File: src/rtl/data_mem_uart_if.sv
// Core-to-data-memory bus: store strobe, byte address, store data/size, and the
// combinational read data returned in the same cycle.
interface data_mem_uart_if;
    logic        MemWrite;
    logic [31:0] Mem_WrAddr;
    logic [31:0] Mem_WrData;
    logic [2:0]  funct3;
    logic [31:0] ReadData;

    modport master (
        output MemWrite, Mem_WrAddr, Mem_WrData, funct3,
        input  ReadData
    );

    modport slave (
        input  MemWrite, Mem_WrAddr, Mem_WrData, funct3,
        output ReadData
    );
endinterface

File: src/rtl/data_mem_uart.sv
// Data memory stage: word RAM with byte/half/word stores plus a memory-mapped
// 8N1 UART transmitter (TXDATA write-only, STATUS read-only).
module data_mem_uart #(
    parameter int          MEM_WORDS    = 64,
    parameter int          CLKS_PER_BIT = 434,
    parameter logic [31:0] UART_BASE    = 32'h0000_0400
) (
    input  logic            clk,
    input  logic            reset,
    data_mem_uart_if.slave  bus,
    output logic            uart_tx,
    output logic            tx_busy
);
    localparam int              AW          = $clog2(MEM_WORDS);
    localparam int              CW          = $clog2(CLKS_PER_BIT);
    localparam logic [31:0]     RAM_BYTES   = 32'(MEM_WORDS * 4);
    localparam logic [31:0]     STATUS_ADDR = UART_BASE + 32'd4;
    localparam logic [CW-1:0]   BCNT_LAST   = CW'(CLKS_PER_BIT - 1);

    typedef enum logic [1:0] {IDLE, START, DATA, STOP} tx_state_e;

    logic [31:0]   mem_r [MEM_WORDS];
    logic          is_ram_s, is_tx_s, is_status_s;
    logic [AW-1:0] widx_s;
    logic [3:0]    be_s;
    logic [31:0]   wdata_s;

    tx_state_e     state_r, state_nxt_s;
    logic [CW-1:0] bcnt_r, bcnt_nxt_s;
    logic [2:0]    bidx_r, bidx_nxt_s;
    logic [7:0]    shreg_r, shreg_nxt_s;
    logic          bcnt_done_s, tx_nxt_s;
    logic          uart_tx_r, tx_busy_r;

    assign uart_tx = uart_tx_r;
    assign tx_busy = tx_busy_r;

    // Address decode, store lane enables and lane-replicated store data
    always_comb begin
        is_ram_s    = (bus.Mem_WrAddr < RAM_BYTES);
        is_tx_s     = (bus.Mem_WrAddr == UART_BASE);
        is_status_s = (bus.Mem_WrAddr == STATUS_ADDR);
        widx_s      = bus.Mem_WrAddr[AW+1:2];
        be_s        = 4'b1111;
        wdata_s     = bus.Mem_WrData;
        case (bus.funct3)
            3'b000: begin
                be_s    = 4'b0001 << bus.Mem_WrAddr[1:0];
                wdata_s = {4{bus.Mem_WrData[7:0]}};
            end
            3'b001: begin
                be_s    = bus.Mem_WrAddr[1] ? 4'b1100 : 4'b0011;
                wdata_s = {2{bus.Mem_WrData[15:0]}};
            end
            default: begin
                be_s    = 4'b1111;
                wdata_s = bus.Mem_WrData;
            end
        endcase
    end

    // Zero-latency read mux; a same-cycle store is not yet visible
    always_comb begin
        bus.ReadData = 32'h0000_0000;
        if (is_ram_s) begin
            bus.ReadData = mem_r[widx_s];
        end else if (is_status_s) begin
            bus.ReadData = {31'd0, tx_busy_r};
        end else begin
            bus.ReadData = 32'h0000_0000;
        end
    end

    // RAM byte-lane writes; contents survive reset
    always_ff @(posedge clk) begin
        if (reset && bus.MemWrite && is_ram_s) begin
            for (int i = 0; i < 4; i++) begin
                if (be_s[i]) begin
                    mem_r[widx_s][8*i +: 8] <= wdata_s[8*i +: 8];
                end
            end
        end
    end

    // UART next-state: TXDATA writes are accepted only from IDLE
    always_comb begin
        state_nxt_s = state_r;
        bcnt_nxt_s  = bcnt_r;
        bidx_nxt_s  = bidx_r;
        shreg_nxt_s = shreg_r;
        bcnt_done_s = (bcnt_r == BCNT_LAST);
        case (state_r)
            IDLE: begin
                if (bus.MemWrite && is_tx_s) begin
                    state_nxt_s = START;
                    bcnt_nxt_s  = '0;
                    shreg_nxt_s = bus.Mem_WrData[7:0];
                end else begin
                    state_nxt_s = IDLE;
                end
            end
            START: begin
                if (bcnt_done_s) begin
                    state_nxt_s = DATA;
                    bcnt_nxt_s  = '0;
                    bidx_nxt_s  = 3'd0;
                end else begin
                    bcnt_nxt_s  = bcnt_r + CW'(1);
                end
            end
            DATA: begin
                if (bcnt_done_s) begin
                    bcnt_nxt_s = '0;
                    if (bidx_r == 3'd7) begin
                        state_nxt_s = STOP;
                    end else begin
                        bidx_nxt_s  = bidx_r + 3'd1;
                    end
                end else begin
                    bcnt_nxt_s = bcnt_r + CW'(1);
                end
            end
            STOP: begin
                if (bcnt_done_s) begin
                    state_nxt_s = IDLE;
                    bcnt_nxt_s  = '0;
                end else begin
                    bcnt_nxt_s  = bcnt_r + CW'(1);
                end
            end
            default: begin
                state_nxt_s = IDLE;
                bcnt_nxt_s  = '0;
            end
        endcase

        // Line level is derived from the next state so uart_tx can be a flop
        case (state_nxt_s)
            IDLE:    tx_nxt_s = 1'b1;
            START:   tx_nxt_s = 1'b0;
            DATA:    tx_nxt_s = shreg_nxt_s[bidx_nxt_s];
            STOP:    tx_nxt_s = 1'b1;
            default: tx_nxt_s = 1'b1;
        endcase
    end

    // UART state register with synchronous active-low reset
    always_ff @(posedge clk) begin
        if (!reset) begin
            state_r   <= IDLE;
            bcnt_r    <= '0;
            bidx_r    <= 3'd0;
            shreg_r   <= 8'h00;
            uart_tx_r <= 1'b1;
            tx_busy_r <= 1'b0;
        end else begin
            state_r   <= state_nxt_s;
            bcnt_r    <= bcnt_nxt_s;
            bidx_r    <= bidx_nxt_s;
            shreg_r   <= shreg_nxt_s;
            uart_tx_r <= tx_nxt_s;
            tx_busy_r <= (state_nxt_s != IDLE);
        end
    end
endmodule

File: src/flat_wrapper.sv
// flat-port wrapper written by rule: the top's interface ports become plain ports
module data_mem_uart_flat 
#(
    parameter int          MEM_WORDS    = 64,
    parameter int          CLKS_PER_BIT = 434,
    parameter logic [31:0] UART_BASE    = 32'h0000_0400
)
  (clk, reset, uart_tx, tx_busy, bus_MemWrite, bus_Mem_WrAddr, bus_Mem_WrData, bus_funct3, bus_ReadData);
  data_mem_uart_if bus_i ();
  input  logic clk;
  input  logic reset;
  output logic uart_tx;
  output logic tx_busy;
  input wire logic [$bits(bus_i.MemWrite)-1:0] bus_MemWrite;
  input wire logic [$bits(bus_i.Mem_WrAddr)-1:0] bus_Mem_WrAddr;
  input wire logic [$bits(bus_i.Mem_WrData)-1:0] bus_Mem_WrData;
  input wire logic [$bits(bus_i.funct3)-1:0] bus_funct3;
  output wire logic [$bits(bus_i.ReadData)-1:0] bus_ReadData;
  assign bus_i.MemWrite = bus_MemWrite;
  assign bus_i.Mem_WrAddr = bus_Mem_WrAddr;
  assign bus_i.Mem_WrData = bus_Mem_WrData;
  assign bus_i.funct3 = bus_funct3;
  assign bus_ReadData = bus_i.ReadData;
  data_mem_uart #(.MEM_WORDS(MEM_WORDS), .CLKS_PER_BIT(CLKS_PER_BIT), .UART_BASE(UART_BASE)) u_core (.clk(clk), .reset(reset), .bus(bus_i), .uart_tx(uart_tx), .tx_busy(tx_busy));
endmodule
File: config.mk
export PLATFORM = sky130hd
export DESIGN_NAME = data_mem_uart_flat
export DESIGN_NICKNAME = d
export VERILOG_FILES = /design/src/rtl/data_mem_uart_if.sv /design/src/rtl/data_mem_uart.sv /design/src/flat_wrapper.sv
export SDC_FILE = /design/constraint.sdc
export NUM_CORES = 2
export LEC_CHECK = 0
export CAP_MARGIN = 20
export CORE_UTILIZATION = 45
export CTS_BUF_LIST = sky130_fd_sc_hd__clkbuf_8
export DETAILED_ROUTE_END_ITERATION = 12
export GPL_ROUTABILITY_DRIVEN = 0
export PLACE_DENSITY = 0.62
export SLEW_MARGIN = 20
export SYNTH_ARGS = -nofsm -noshare
export SYNTH_HDL_FRONTEND = slang
export SYNTH_SLANG_ARGS = --single-unit
File: constraint.sdc
create_clock -name clk -period 7.5 [get_ports clk]
set_input_delay 2.25 -clock clk [delete_from_list [all_inputs] [get_ports clk]]
set_output_delay 2.25 -clock clk [all_outputs]
set_load 0.05 [all_outputs]
==> impl_metrics.yaml <==
timing:
  worstMarginPinSlew_ns: 1.12
  hold_violations: 0
  period_minus_slack_ns: 7.47
  rsz0062_at_grt: "false"
  timing.fmax_ghz: 0.134
  clock_skew_ns: 0.0117
  setup_ws_ns: 0.0268
  post-route-period-util: 0.996
  slew_viol_final: 0
  setup_viol_count_final: 0
  relSlewSlack: 0.249
clocking:
  hold_buffers: 0
  htree_levels: 5
  cts_setup_buffers: 0
  cts_made_buffers: 344
  cts_tree: "done"
  root_buffer: "clkbuf_8"
  clk_path_buf_depth: 4
  clkTransAtPathRegs_ns: 0.06
  cts_sinks: 2072
  clock_latency_ns: 1.04
global_routing:
  first_global_vias: 41500
  grt_use_total: 0.247
  grt_start_max_net_pins: 69
  grt_pass1_wl_mm: 312
  grt_antenna_before_repair: 14
  overflow: 0
floorplanning:
  die_x_um: 426
  fp.dieH_um: 426
  die_area_um2: 182000
  core-area_um2: 179000
  num_rows: 155
  start_util: 0.454
  io_pins: 104
pwr:
  p_per_area_nw_per_um2: 245
  p_leak_nw: 29.9
  ir_worst_vdd_mv: 0.195
logic_synthesis:
  async_flop_share: 0
  synth-main-ff-cell: "edfxtp_1"
  synth_fp_nets: 3715
  synth_warnings: 0
  ys_seq_area_frac: 0.764
  synth_area_leaders: "edfxtp_1, mux4_2, nor2_1"
  ys_ff_latch: 2072
  synthCells: 3635
  synth_area_per_cell_um2: 22.3
  yosysTopAreaCellShare: 0.759
  synth.most_common_cell: "edfxtp_1"
  synth.distinct_cells: 52
  synthTopCellsByCount: "edfxtp_1, mux4_2, nor2_1, clkbuf_1, nand2_1"
  synth_edf_count: 2048
  synth_area_leader_cell: "edfxtp_1"
  syn-cell-area_um2: 81100
routing:
  wl_met2_mm: 106
  first_pass_iters: 8
  highest_layer: "met5"
  vias_per_cell: 5.98
  m1WireLength_mm: 87.9
  drc: 0
  wl_per_cell_um: 32.5
  antenna_left: 0
  vias: 40900
  wl_met3_mm: 19.5
  wl_mm: 223
  drt_iter0_markers: 5329
critical_path:
  crit_path_end_kind: "output pin"
  critPathRequiredTime_ns: 5.25
  crit_type: "input port to output pin"
  cp.arrival_ns: 5.22
  critPathLaunchType: "input port"
  cp_max_fo: 32
outcome:
  status: "complete, no violations"
placement:
  preCtsSetupSlack_ns: 0.0733
  port_buffers: 103
  hpwl_mm: 141
cells_and_area:
  areaGrowthSynthToFinish_pct: 15.3
  final_layout_size_suffix_gt1_frac: 0.335
  fin_util: 0.523
  final_nets: 4325
worst_hold_path:
  hold_path_class: "flip-flop to flip-flop"
run:
  max_cap_violations: 0
==> timing repair <==
item,in CTS,in global routing
endpoints found under the setup margin,0,2
resized for setup,0,2
endpoints found under the hold margin,0,0
==> where the power goes <==
part | leakage (nW) | switching (mW) | internal (mW) | total [mW]
Combinational | 7.85 | 0.777 | 0.514 | 1.29
Sequential | 18.7 | 0.00000000149 | 12.8 | 12.8
Clock | 3.35 | 4.38 | 4.42 | 8.80
Total | 29.9 | 5.15 | 17.7 | 22.9
==> critical path, cell delays in order <==
cell	delay [ns]
buf_8	0.37
buf_12	0.30
buf_4	0.33
mux4_2	0.36
mux4_2	0.56
mux2i_1	0.33
buf_4	0.17
a21oi_1	0.18
buf_4	0.26
==> registers in the layout, indices dropped and copies added (netlist names) <==
register	count
u_core.bcnt_r	9
u_core.bidx_r	3
u_core.mem_r	2048
u_core.shreg_r	8
u_core.state_r	2
u_core.tx_busy	1
u_core.uart_tx	1
==> final timing paths <==
path / start / endpoint / slack, ns / cells past startpoint
worst min-delay path: u_core.shreg_r[6] / u_core.shreg_r[6] / 0.49 / 2
worst min register to register: u_core.shreg_r[6] / u_core.shreg_r[6] / 0.49 / 2
worst max-delay path: bus_Mem_WrAddr[3] / bus_ReadData[13] / 0.03 / 9
worst max register to register: u_core.bcnt_r[2] / u_core.uart_tx / 4.31 / 10
==> metrics by stage <==
| step | hold slack, ns | cells | area (um^2) | TNS [ns] | total power [mW] |
|---|---|---|---|---|---|
| after floorplan | 0.445 | 3635 | 81100 | 0 | 13.7 |
| after global placement | 0.467 | 6253 | 87500 | -1.12 | 14.3 |
| after detailed placement | 0.479 | 6253 | 87500 | 0 | 14.3 |
| after CTS | 0.492 | 6834 | 93400 | 0 | 23.0 |
| after global routing | 0.525 | 6841 | 93400 | 0 | 23.5 |
| final | 0.485 | 6847 | 93500 | 0 | 22.9 |
==> layout make-up <==
type                       count  area (um^2)
tap                         2355         2950
clock buffer                 355         4890
timing repair buffer         465         4350
multi-input combinational   1347        18300
sequential                  2072        62000
antenna                       12         30.0
fill                       13800        85200
inverter                      15         56.3
clock inverter               226          962
==> logic make-up after synthesis <==
logic type                 count (synthesis)  synth area share
muxes                                    741             0.188
AOI/OAI and AO/OA                        105           0.00850
and+or+nand+nor                          491            0.0254
buffers and inverters                    216            0.0125
DFF                                     2072             0.764
adders and majority gates                 10           0.00154
==> placed cells by master, fill, tap and decap left out, types with 3 or more instances in the layout <==
master and n:
a21oi_1 23, a21oi_4 8, a221o_1 3, a22o_1 3, a22oi_1 10, a31oi_1 6
and3_1 6, and4_1 4, buf_12 55, buf_2 9, buf_4 339, buf_8 3
clkbuf_8 355, clkdlybuf4s50_1 57, clkinv_1 97, clkinv_2 39, dfxtp_1 24, diode_2 12
edfxtp_1 2048, ha_1 10, inv_1 100, mux2_2 40, mux2_4 3, mux2i_1 80
mux4_2 618, nand2_1 93, nand2_2 4, nand2b_1 5, nand3_1 10, nand4_1 4
nor2_1 308, nor2b_1 11, nor3_1 12, nor3_2 6, nor3b_1 3, nor4_1 10
o211ai_1 3, o21ai_0 15, o22ai_1 19
==> routing by layer <==
metal | track usage | vias to the layer above
li1 | - | 16500
met1 | 0.335 | 21900
met2 | 0.381 | 2054
met3 | 0.0643 | 421
met4 | 0.100 | 16
met5 | 0.00767 | -
(Power assumes the default switching activity.)
